### src/rtl/user_code_loader_pkg.sv
// Shared definitions for the byte-stream user-code loader.
// Frame parser state encoding and the default frame start marker.
package user_code_loader_pkg;

  typedef enum logic [2:0] {
    StIdle,
    StLen,
    StHi,
    StLo,
    StWr,
    StCsum
  } ld_state_e;

  localparam logic [7:0] SyncByteDefault = 8'hA5;

endpackage

### src/rtl/user_code_loader_csum.sv
// XOR checksum accumulator for the loader frame.
// Clear takes priority over enable; the result is the running XOR of enabled bytes.
module user_code_loader_csum (
  input  logic       clk_i,
  input  logic       reset_i,
  input  logic       clr_i,
  input  logic       en_i,
  input  logic [7:0] data_i,
  output logic [7:0] csum_o
);

  logic [7:0] csum_q, csum_d;

  always_comb begin
    csum_d = csum_q;
    if (clr_i) begin
      csum_d = 8'h00;
    end else if (en_i) begin
      csum_d = csum_q ^ data_i;
    end
  end

  always_ff @(posedge clk_i) begin
    if (reset_i) begin
      csum_q <= 8'h00;
    end else begin
      csum_q <= csum_d;
    end
  end

  assign csum_o = csum_q;

endmodule

### src/rtl/user_code_loader.sv
// Byte-stream program loader: parses SYNC, N, N x {HI, LO}, CSUM frames and writes
// 16-bit instruction words into code memory, holding the CPU while loading or after an error.
module user_code_loader
  import user_code_loader_pkg::*;
#(
  parameter int unsigned Depth    = 32,
  parameter int unsigned AddrW    = 5,
  parameter logic [7:0]  SyncByte = SyncByteDefault
) (
  input  logic             clk_i,
  input  logic             reset_i,
  input  logic [7:0]       in_data_i,
  input  logic             in_valid_i,
  output logic             in_ready_o,
  output logic             mem_we_o,
  output logic [AddrW-1:0] mem_addr_o,
  output logic [15:0]      mem_data_o,
  output logic             cpu_hold_o,
  output logic             load_done_o,
  output logic             load_err_o
);

  // One extra bit so a word count of exactly Depth is representable.
  localparam int unsigned CntW = AddrW + 1;

  ld_state_e        state_q, state_d;
  logic [CntW-1:0]  n_q, n_d;
  logic [AddrW-1:0] addr_q, addr_d;
  logic [7:0]       hi_q, hi_d;
  logic             mem_we_q, mem_we_d;
  logic [AddrW-1:0] mem_addr_q, mem_addr_d;
  logic [15:0]      mem_data_q, mem_data_d;
  logic             hold_q, hold_d;
  logic             done_q, done_d;
  logic             err_q, err_d;

  logic       accept;
  logic       csum_clr, csum_en;
  logic [7:0] csum_val;

  assign in_ready_o = (state_q != StWr);
  assign accept     = in_valid_i && in_ready_o;

  user_code_loader_csum u_csum (
    .clk_i   (clk_i),
    .reset_i (reset_i),
    .clr_i   (csum_clr),
    .en_i    (csum_en),
    .data_i  (in_data_i),
    .csum_o  (csum_val)
  );

  always_comb begin
    state_d    = state_q;
    n_d        = n_q;
    addr_d     = addr_q;
    hi_d       = hi_q;
    mem_we_d   = 1'b0;
    mem_addr_d = mem_addr_q;
    mem_data_d = mem_data_q;
    hold_d     = hold_q;
    done_d     = done_q;
    err_d      = err_q;
    csum_clr   = 1'b0;
    csum_en    = 1'b0;

    case (state_q)
      StIdle: begin
        if (accept && (in_data_i == SyncByte)) begin
          state_d  = StLen;
          done_d   = 1'b0;
          err_d    = 1'b0;
          hold_d   = 1'b1;
          csum_clr = 1'b1;
        end
      end
      StLen: begin
        if (accept) begin
          if ((in_data_i == 8'd0) || (32'(in_data_i) > Depth)) begin
            state_d = StIdle;
            err_d   = 1'b1;
          end else begin
            n_d     = CntW'(in_data_i);
            csum_en = 1'b1;
            addr_d  = '0;
            state_d = StHi;
          end
        end
      end
      StHi: begin
        if (accept) begin
          hi_d    = in_data_i;
          csum_en = 1'b1;
          state_d = StLo;
        end
      end
      StLo: begin
        if (accept) begin
          mem_data_d = {hi_q, in_data_i};
          mem_addr_d = addr_q;
          mem_we_d   = 1'b1;
          csum_en    = 1'b1;
          state_d    = StWr;
        end
      end
      StWr: begin
        // Last word leaves addr at N-1, so a full-depth frame never wraps the counter.
        if (({1'b0, addr_q} + CntW'(1)) == n_q) begin
          state_d = StCsum;
        end else begin
          addr_d  = addr_q + AddrW'(1);
          state_d = StHi;
        end
      end
      StCsum: begin
        if (accept) begin
          state_d = StIdle;
          if (in_data_i == csum_val) begin
            done_d = 1'b1;
            hold_d = 1'b0;
          end else begin
            err_d = 1'b1;
          end
        end
      end
      default: state_d = StIdle;
    endcase
  end

  always_ff @(posedge clk_i) begin
    if (reset_i) begin
      state_q    <= StIdle;
      n_q        <= '0;
      addr_q     <= '0;
      hi_q       <= 8'h00;
      mem_we_q   <= 1'b0;
      mem_addr_q <= '0;
      mem_data_q <= 16'h0000;
      hold_q     <= 1'b0;
      done_q     <= 1'b0;
      err_q      <= 1'b0;
    end else begin
      state_q    <= state_d;
      n_q        <= n_d;
      addr_q     <= addr_d;
      hi_q       <= hi_d;
      mem_we_q   <= mem_we_d;
      mem_addr_q <= mem_addr_d;
      mem_data_q <= mem_data_d;
      hold_q     <= hold_d;
      done_q     <= done_d;
      err_q      <= err_d;
    end
  end

  assign mem_we_o    = mem_we_q;
  assign mem_addr_o  = mem_addr_q;
  assign mem_data_o  = mem_data_q;
  assign cpu_hold_o  = hold_q;
  assign load_done_o = done_q;
  assign load_err_o  = err_q;

endmodule

### config.mk
export PLATFORM = sky130hd
export DESIGN_NAME = user_code_loader
export DESIGN_NICKNAME = d
export VERILOG_FILES = /design/src/rtl/user_code_loader_pkg.sv /design/src/rtl/user_code_loader_csum.sv /design/src/rtl/user_code_loader.sv
export SDC_FILE = /design/constraint.sdc
export NUM_CORES = 1
export LEC_CHECK = 0
export ABC_AREA = 1
export BUFFER_PORTS_ARGS = -buffer_cell sky130_fd_sc_hd__buf_2
export CAP_MARGIN = 5
export CORE_MARGIN = 2
export CORE_UTILIZATION = 35
export DETAILED_ROUTE_END_ITERATION = 12
export SYNTH_ARGS = -nofsm -noshare
export SYNTH_HDL_FRONTEND = slang
export SYNTH_HIERARCHICAL = 1
export SYNTH_SLANG_ARGS = --single-unit
### constraint.sdc
create_clock -name clk_i -period 1.8 [get_ports clk_i]
set_clock_uncertainty 0.1 [all_clocks]
set_input_delay 0.09 -clock clk_i [delete_from_list [all_inputs] [get_ports clk_i]]
set_output_delay 0.09 -clock clk_i [all_outputs]
set_load 0.02 [all_outputs]
Word-level counts from Yosys, hierarchy flattened
Cells that the tools add are included.
{ "classes": {"add_sub_neg": 2, "mul": 0, "div": 0, "order_cmp": 1, "n_eq_ne": 19, "shift": 0, "n_mux": 31, "bitwise": 3, "n_reduce_logical": 18} }
{ "op_table": {"columns": ["operator", "n"], "rows": [
  ["inequality test 2 bit (second input constant)", 10],
  ["two-way mux 3 bit", 6],
  ["one-hot mux 3 bit (6 select lines)", 1],
  ["two-way mux 1 bit", 15],
  ["two-way mux 5 bit", 3],
  ["one-hot mux 5 bit (2 select lines)", 1],
  ["== test 8 bit", 1],
  ["== test 8 bit (second input constant)", 1],
  ["> comparator 8 x 6 -> 1 bit (second input constant)", 1],
  ["zero test 8 bit", 1],
  ["AND reduction 4 bit", 2],
  ["XOR 8 bit", 1],
  ["adder 5 x 1 -> 6 bit (second input constant)", 1],
  ["== test 3 x 2 -> 1 bit (second input constant)", 2],
  ["== test 3 bit (second input constant)", 2],
  ["== test 6 bit", 1],
  ["one-hot mux 1 bit (2 select lines)", 3],
  ["AND reduction 6 bit", 1],
  ["OR reduction 2 bit", 3],
  ["adder 5 x 1 -> 5 bit (second input constant)", 1],
  ["AND reduction 5 bit", 1],
  ["AND reduction 2 bit", 2],
  ["nonzero test 2 bit", 2],
  ["== test 3 x 1 -> 1 bit (second input constant)", 1],
  ["other kinds (9)", 11]
]} }
{ "totals": {"ff_bits": 55, "latch_bits": 0, "ramBits": 0, "romBits": 0, "inputBits": 11, "output_inout_bits": 26, "elab_cells": 85, "memories": 0} }

Logic depth before layout (Yosys ltp)
Gate-level depths: netlist of run 1.
{ "depth": {"depth_word": 6, "depth_mapped": 13, "mapped_depth_nobuf": 13} }

Cells and area by module
Netlist of run 1, hierarchy kept.
{ "modules_own_cells": {"columns": ["mod", "instances", "cells_each", "area_each_um2", "seq_area_each_um2"], "rows": [
  ["user_code_loader", 1, 319, 2230.9, 940.9],
  ["user_code_loader_csum", 1, 43, 356.6, 160.2]
]} }

Least setup slack after synthesis of run 1
No wires, ideal clock.
{ "synth_path": {"path_type": "reg-to-reg", "from": "reg state_q[2]", "to": "reg u_csum.csum_q[0], in the netlist u_csum/csum_o[0]", "setup_ns": 0.115, "arrival_ns": 1.467, "t_required_ns": 1.585, "setup_slack_ns": 0.118, "path_stages_with_launch": 11, "n_path_buf": 3, "synth_period_minus_slack_ns": 1.682, "path_cell_list": "dfxtp_1 > inv_2 > nor2_8 > nor2_4 > nand3_2 > buf_6 > nand2_1 > buf_6 > buf_8 > a21oi_1 > nor2_1"} }
{ "synth_between": {"elab_cells_between_ends": 14, "classes_between": "4 x eq/ne; 5 x mux; 5 x reduce/logical"} }
{ "synth_rtl": {"columns": ["item", "line", "source"], "rows": [
  ["start: declaration", "user_code_loader.sv:26", "ld_state_e state_q, state_d;"],
  ["start signal: assignment", "user_code_loader.sv:132", "state_q <= StIdle;"],
  ["start signal: assignment", "user_code_loader.sv:143", "state_q <= state_d;"],
  ["inequality test 3 bit", "user_code_loader.sv:41", "assign in_ready_o = (state_q != StWr);"],
  ["logical AND 1 bit", "user_code_loader.sv:42", "assign accept = in_valid_i && in_ready_o;"],
  ["two-way mux 1 bit, on equally long branches", "user_code_loader.sv:91, user_code_loader.sv:98, user_code_loader.sv:78", null],
  ["one-hot mux 1 bit (2 select lines) *", "user_code_loader.sv:67", "case (state_q)"],
  ["via csum_en", "user_code_loader.sv:38", "logic csum_clr, csum_en;"],
  ["end signal: assignment", "user_code_loader_csum.sv:27", "csum_q <= csum_d;"],
  ["end: declaration", "user_code_loader_csum.sv:12", "logic [7:0] csum_q, csum_d;"]
]} }
The timed path passes the listed nets; every way through them passes the cells marked *.
A chain may end at the register's enable or synchronous reset.

Worst setup path after layout of run 1
{ "layout_path": {"from": "reg addr_q[1]", "to": "reg state_q[1]"} }
{ "layout_between": {"elab_chain_cells": 4} }
{ "layout_lines": {"columns": ["item", "line", "source"], "rows": [
  ["start: declaration", "user_code_loader.sv:28", "logic [AddrW-1:0] addr_q, addr_d;"],
  ["start signal: assignment", "user_code_loader.sv:145", "addr_q <= addr_d;"],
  ["adder 5 x 1 -> 6 bit", "user_code_loader.sv:108", "if (({1'b0, addr_q} + CntW'(1)) == n_q) begin"],
  ["== test 6 bit", "user_code_loader.sv:108", null],
  ["two-way mux 3 bit", "user_code_loader.sv:108", null],
  ["one-hot mux 3 bit (6 select lines)", "user_code_loader.sv:67", null]
]} }
No other way between the ends.

==> summary.md, run 1 <==
| Metric | Value |
|---|---|
| Status | `finished clean` |
| CTS tree | `yes` |
| Placed wire-length estimate | `4280 um` |
| Family with the most delay on the worst path | `simple AND/OR/NAND/NOR gates` |
| Clk_lat worst skew | `0.30 ns` |
| Cell count after synthesis | `362` |
| DR DRC count | `0` |
| Initial Util | `0.359` |
| # setup viols final | `0` |
| List of most frequent post-synthesis cells | `nand2_1, dfxtp_1, nor2_1` |
| Syn Nets | `374` |
| Cell accounting for the most synthesized area | `dfxtp_1` |
| Synth-to-Final Area Change | `16.9%` |
| Number of global-route vias before repair | `2222` |
| Setup CP Type | `reg -> reg` |
| CP Buf/Inv Count | `2` |
| Pleak | `1.30 nW` |
| Slew Viols, Final | `0` |
| Rows | `31` |
| Worst endpoint required time | `1.90 ns` |
| Grt ovf | `0` |
| Clock slew at reported path FFs | `0.09 ns` |
| Final #Nets | `415` |
| Hold Path Class | `in -> reg` |
| Synth area leaders | `dfxtp_1, nand2_1, nor2_1` |
| Drt wl/cell | `11.7 um` |
| H-tree levels | `2` |
| Via count | `2369` |
| Fmax | `568 MHz` |
| Inst Count DP | `494` |
| Hold Buf Count CTS | `0` |
| Fin cells | `503` |
| Slew headroom | `0.649` |
| DR pass1 iterations | `4` |
| Fin crit period | `1.76 ns` |
| RSZ-0062 raised after global routing | `true` |
| Largest stage delay, worst path | `0.35 ns` |
| Top-area cell type share of the netlist area | `0.426` |
| DP Worst Slack | `0.130 ns` |
| Primary FF master, synth | `dfxtp_1` |
| Pin count of the biggest net entering global routing | `36` |
| Antenna-violating nets left | `0` |
| Routed wl met2 | `2830 um` |
| GRT Total Usage | `0.151` |
| Num CTS Buffers | `5` |
| Final WS setup | `0.0404 ns` |
| Drt initial violations | `142` |
| EDFF count, synth | `0` |
| I/O pin count | `37` |
| Die footprint | `8100 um2` |
| Initial antenna violation count | `0` |
| Ys async rst share | `0` |
| Seq cells post-synth | `55` |
| Critical path arrival | `1.86 ns` |
| Critical Path Most Common Cell | `nand2_1` |
| Post-synthesis cell area | `2590 um2` |
| Gpl congestion | `0.900` |
| Slowest CP cell | `dfxtp_2` |
| Chip width | `90.0 um` |
| Die height | `90.0 um` |
| Max Used Layer | `met4` |
| Clock sinks | `55` |
| CP Capture Type | `flip-flop` |
| M1 WL | `2740 um` |
| Peak supply drop | `0.000510 V` |
| Power per Cell Area | `1060 nW/um2` |
| Final period utilization | `0.978` |
| Synth unique cells | `28` |
| Max-cap viol count | `0` |
| Register area share after synthesis | `0.426` |
| Routed wire length | `5890 um` |
| Clk root buf | `clkbuf_8` |
| Mean Syn Cell Area | `7.15 um2` |
| # diodes | `0` |
| Worst-path fanout max | `3` |
| Fin. Hold Viols | `0` |
| Cell with the most instances after synthesis | `nand2_1` |
| Proportion of layout cells with a drive suffix above 1 | `0.230` |
| DR vias/cell | `4.71` |
| Worst path cell trace | `ha_4 > inv_1 > nand2_1 > nand2_1 > nor2_1 > nand3_1 > nor2_2 > nand3_2 > nand2_4 > buf_4 > nand2_1 > nand2_1 > a21oi_1` |
| Worst slew pin tran | `0.525 ns` |
| Startpoint Class | `flip-flop` |
| First-pass GRT wire length | `10000 um` |
| Port bufs | `36` |
| WL met3 | `228 um` |
| Final setup TNS | `0 ns` |
| Ys Warns | `6` |
| Clock Tree Buf Depth | `2` |
| Area of the core | `7210 um2` |
per-stage QoR:
step	power (mW)	util	instance area [um2]	hold WS [ns]
3_3_place_gp	2.46	0.400	2880	0.333
6_report	3.20	0.419	3020	0.0144
5_1_grt	3.45	0.419	3020	0.0152
2_1_floorplan	2.24	-	2590	0.0591
3_5_place_dp	2.48	0.400	2880	0.337
4_1_cts	3.14	0.411	2960	0.0126
path summary, 6_finish.rpt:
path,start,end,slack [ns],depth (start not counted)
setup / recovery,addr_q[1],state_q[1],0.04,13
hold / removal,in_data_i[6],hi_q[6],0.01,3
setup reg to reg,addr_q[1],state_q[1],0.04,13
hold reg to reg,cpu_hold_o,cpu_hold_o,0.34,2
layer usage:
| layer | global-route usage | vias to the layer above |
|---|---|---|
| met3 | 0.0285 | 8 |
| met1 | 0.192 | 1063 |
| li1 | - | 1255 |
| met2 | 0.258 | 43 |
| met4 | 0.0500 | 0 |
| met5 | 0 | - |
cells in the final DEF (no fill, tap or decap), types with 2 or more instances in the layout:
cell type	netlist	layout
nor2_4	1	2
dfxtp_2	0	3
nor2_2	6	6
nor2_8	2	2
clkbuf_1	7	2
a21oi_1	39	39
buf_2	1	36
o21ai_1	5	5
or2_2	3	3
nand2_2	4	12
nand3_2	5	5
dfxtp_1	55	52
nand3_1	30	30
nand2_1	72	64
o21ai_0	25	25
nand4_1	7	7
clkbuf_8	0	5
nor2_1	53	52
inv_1	30	30
buf_4	1	11
xnor2_1	3	3
inv_2	3	3
sequential cells by signal, summed over array words and instances (netlist names):
register,cells
load_err_o,1
mem_addr_o,5
mem_data_o,16
hi_q,8
load_done_o,1
cpu_hold_o,1
addr_q,5
mem_we_o,1
state_q,3
u_csum/csum_o,8
n_q,6
kinds of logic after synthesis:
logic type / Yosys count / share of synthesized area
simple gates: 187 / 0.342
xor+xnor: 4 / 0.0135
fa+ha+maj: 1 / 0.00483
buf+inv: 46 / 0.0803
compound gates: 69 / 0.133
flops: 55 / 0.426
power by group:
part	internal, mW	switching [mW]	leakage, nW	total (mW)
clock network	0.274	0.383	0.0422	0.657
logic	0.389	0.720	0.811	1.11
registers	1.33	0.111	0.445	1.44
total	1.99	1.21	1.30	3.20
area by class of cell:
cell class / count / area, um2
clock buffers: 7 / 76.3
clock inverters: 1 / 5.00
fillers: 784 / 4190
inverters: 33 / 124
multi-input cells: 261 / 1330
flip-flops and latches: 55 / 1100
well taps: 99 / 124
repair buffers: 47 / 263
worst reg2reg max path: stages, from the launching register on:
cell and delay, ns:
dfxtp_2 0.35, ha_4 0.27, inv_1 0.04, nand2_1 0.04, nand2_1 0.05, nor2_1 0.09, nand3_1 0.09, nor2_2 0.15
nand3_2 0.10, nand2_4 0.11, buf_4 0.11, nand2_1 0.05, nand2_1 0.06, a21oi_1 0.06
what timing repair did:
action,in CTS,in global routing
setup buffers,0,1
setup endpoints to repair,0,8
resized for setup,0,16
(Power assumes the default switching activity.)
==> run 2: changes to the inputs <==
--- a/config.mk
+++ b/config.mk
@@ -13,5 +13,4 @@
 export DETAILED_ROUTE_END_ITERATION = 12
 export SYNTH_ARGS = -nofsm -noshare
 export SYNTH_HDL_FRONTEND = slang
-export SYNTH_HIERARCHICAL = 1
 export SYNTH_SLANG_ARGS = --single-unit
==> summary.md, run 2 <==
| Metric | Value |
|---|---|
| Status | `finished clean` |
| Comb power frac | `0.277 (-0.069)` |
| Flop pwr share | `0.479 (+0.030)` |
| List of most frequent post-synthesis cells | `nand2_1, dfxtp_1, a21oi_1, nand3_1, nor2_1` |
| CP Capture Type | `flip-flop` |
| Rows | `31 (unchanged)` |
| Die height | `89.5 um (-0.51%)` |
| Cell with the most instances after synthesis | `nand2_1` |
| Max reg flops | `16 (unchanged)` |
| Worst path cell trace | `inv_1 > nand2_2 > nor4_4 > nand3_2 > nor2_4 > inv_4 > nand2_4 > inv_1 > nor2_1 > nor2_1` |
| Setup CP Type | `reg -> reg` |
| Area occupied by multi-input gates | `1280 um2 (-3.5%)` |
| Die footprint | `8010 um2 (-1.0%)` |
| Fmax | `588 MHz (+3.4%)` |
| Area of the core | `7180 um2 (-0.54%)` |
| Critical path arrival | `1.82 ns (-0.04 ns)` |
| Drt wl/cell | `12.5 um (+6.4%)` |
| Fin crit period | `1.70 ns (-0.0577 ns)` |
| Fin. Hold Viols | `0 (unchanged)` |
| Final period utilization | `0.946 (-0.0320)` |
| DR pass1 iterations | `4 (unchanged)` |
| Slew Viols, Final | `0 (unchanged)` |
| EDFF count, synth | `0 (unchanged)` |
| Clock slew at reported path FFs | `0.11 ns (+0.02 ns)` |
| Reg area | `1110 um2 (+0.11%)` |
| Gpl congestion | `0.816 (-9.3%)` |
| Cell count after synthesis | `363 (+0.28%)` |
| CP Buf/Inv Count | `3 (+1)` |
| Syn Nets | `375 (+0.27%)` |
| Post-synthesis cell area | `2560 um2 (-1.1%)` |
| CTS tree | `yes` |
| # fillers | `774 (-1.3%)` |
| Clk_lat worst skew | `0.32 ns (+0.02 ns)` |
| Slowest CP cell | `dfxtp_1` |
| Clock Tree Buf Depth | `2 (unchanged)` |
| Placed wire-length estimate | `4390 um (+2.6%)` |
| Routed wire length | `6270 um (+6.4%)` |
| Slew headroom | `0.703 (+0.0536)` |
| Port bufs | `36 (unchanged)` |
| Max-cap viol count | `0 (unchanged)` |
| H-tree levels | `2 (unchanged)` |
| Final #Nets | `415 (unchanged)` |
| Synth-to-Final Area Change | `17.4%` |
| Proportion of layout cells with a drive suffix above 1 | `0.198 (-0.0322)` |
| Clock sinks | `55 (unchanged)` |
| Num CTS Buffers | `5 (unchanged)` |
| Grt ovf | `0 (unchanged)` |
| Worst-path fanout max | `13 (+10)` |
| Synth unique cells | `28 (unchanged)` |
| Chip width | `89.5 um (-0.51%)` |
| Register area share after synthesis | `0.430 (+0.00458)` |
| Antenna-violating nets left | `0 (unchanged)` |
| Ys Warns | `0 (-6)` |
| # diodes | `0 (unchanged)` |
| Initial antenna violation count | `0 (unchanged)` |
| Hold Path Class | `in -> reg` |
| Mean Syn Cell Area | `7.05 um2 (-1.3%)` |
| Initial Util | `0.357 (-0.00190)` |
| Power per Cell Area | `992 nW/um2 (-6.4%)` |
| NetSw | `1.08 mW (-11%)` |
| Commonest cells after routing, fill and taps aside | `nand2_1, dfxtp_1, nand3_1, a21oi_1, nor2_1` |
| Largest stage delay, worst path | `0.33 ns (-0.02 ns)` |
| Design Area, Final | `3000 um2 (-0.66%)` |
| First-pass GRT wire length | `10100 um (+1.3%)` |
| Drt initial violations | `103 (-27%)` |
| Worst endpoint required time | `1.92 ns (+0.02 ns)` |
| # setup viols final | `0 (unchanged)` |
| DR vias/cell | `4.76 (+0.97%)` |
| Startpoint Class | `flip-flop` |
| Peak supply drop | `0.000360 V (-29%)` |
| Seq cells post-synth | `55 (unchanged)` |
| Worst slew pin tran | `0.445 ns (-0.0797 ns)` |
| Family with the most delay on the worst path | `simple AND/OR/NAND/NOR gates` |
| Most common cell after layout, fill and taps aside | `nand2_1` |
| RSZ-0062 raised after global routing | `true` |
| Number of global-route vias before repair | `2148 (-3.3%)` |
| Via count | `2392 (+0.97%)` |
| Clock share of power | `0.245 (+0.040)` |
| Cell accounting for the most synthesized area | `dfxtp_1` |
| Internal power | `1.90 mW (-4.6%)` |
| GRT Total Usage | `0.164 (+0.0132)` |
| Dpl cell area | `2870 um2 (-0.52%)` |
| Synth area leaders | `dfxtp_1, nand2_1, a21oi_1` |
| DR DRC count | `0 (unchanged)` |
| Sw frac | `0.363 (-0.0161)` |
| Pleak | `1.22 nW (-5.9%)` |
| I/O pin count | `37 (unchanged)` |
| Layout Utilization | `0.419 (-0.000524)` |
| Pin count of the biggest net entering global routing | `35 (-2.8%)` |
| Top-area cell type share of the netlist area | `0.430 (+0.00458)` |
| Clk root buf | `clkbuf_8` |
| Ys async rst share | `0 (unchanged)` |
| Primary FF master, synth | `dfxtp_1` |
-- run 2: cell types whose count changed in the layout (fill, tap and decap cells not counted), sizes merged, moves of 3 or more --
cell / change
nor2: -18
or2: -3
a21oi: +4
xor2: +4
nand3: +9
o21ai: -16
nand2: +17
-- run 2: layer usage --
| metal | GRT usage | part of all wire | vias up |
|---|---|---|---|
| met5 | 0 | 0 | - |
| met4 | 0.0488 | 0.013 | 0 |
| met3 | 0.0379 | 0.055 | 8 |
| met2 | 0.246 | 0.44 | 51 |
| met1 | 0.234 | 0.49 | 1077 |
| li1 | - | - | 1256 |
-- run 2: power groups by stage --
stage	clock, mW	combinational, mW	sequential, mW
floorplan	0	0.637	1.40
global placement	0	0.790	1.43
detailed placement	0	0.794	1.44
CTS	0.757	0.800	1.41
global route	0.787	0.936	1.44
finish	0.729	0.825	1.43
-- run 2: cell type report --
type / count / share of cell area
well taps: 99 / 0.0412
repair buffers: 50 / 0.0958
flip-flops and latches: 55 / 0.368
inverters: 29 / 0.0371
clock inverters: 3 / 0.00833
clock buffers: 5 / 0.0229
multi-input cells: 262 / 0.426
-- run 2: path summary, 6_finish.rpt --
path                       to         start  cells past startpoint  slack (ns)
max          u_csum.csum_o[0]    state_q[1]                     10         0.1
min reg2reg       load_done_o   load_done_o                      2        0.36
max reg2reg  u_csum.csum_o[0]    state_q[1]                     10         0.1
min             mem_data_o[5]  in_data_i[5]                      3        0.01
-- run 2: stage by stage --
step	worst slack (ns)	power, mW	cells	hold WS [ns]	setup TNS [ns]
final	0.0981	2.98	503	0.0138	0
after global routing	-0.0570	3.16	503	0.0281	-0.322
after CTS	0.0439	2.97	503	0.00322	0
after detailed placement	0.0725	2.23	494	0.323	0
after global placement	0.0881	2.22	494	0.316	0
after floorplan	0.196	2.04	363	0.155	0
-- run 2: cell families (layout without fill, tap and decap cells) --
| kind of cell | count (synthesis) | after routing | share of synthesized area |
|---|---|---|---|
| compound gates | 59 | 59 | 0.117 |
| xor+xnor | 8 | 8 | 0.0274 |
| fa+ha+maj | 1 | 1 | 0.00489 |
| buf+inv | 46 | 87 | 0.0802 |
| flops | 55 | 55 | 0.430 |
| simple gates | 194 | 194 | 0.340 |
-- run 2: repair_timing --
action                                 CTS  global route
setup endpoints to repair                0            13
resized for setup                        0            10
endpoints found under the hold margin    2             0
hold buffers                             1             0
setup buffers                            0             0
-- run 2: worst register-to-register path: cells and delay by family, from the launching register on --
family / cells / cell delay [ns]
buffers and inverters: 3 / 0.31
DFF: 1 / 0.33
and+or+nand+nor: 7 / 0.87
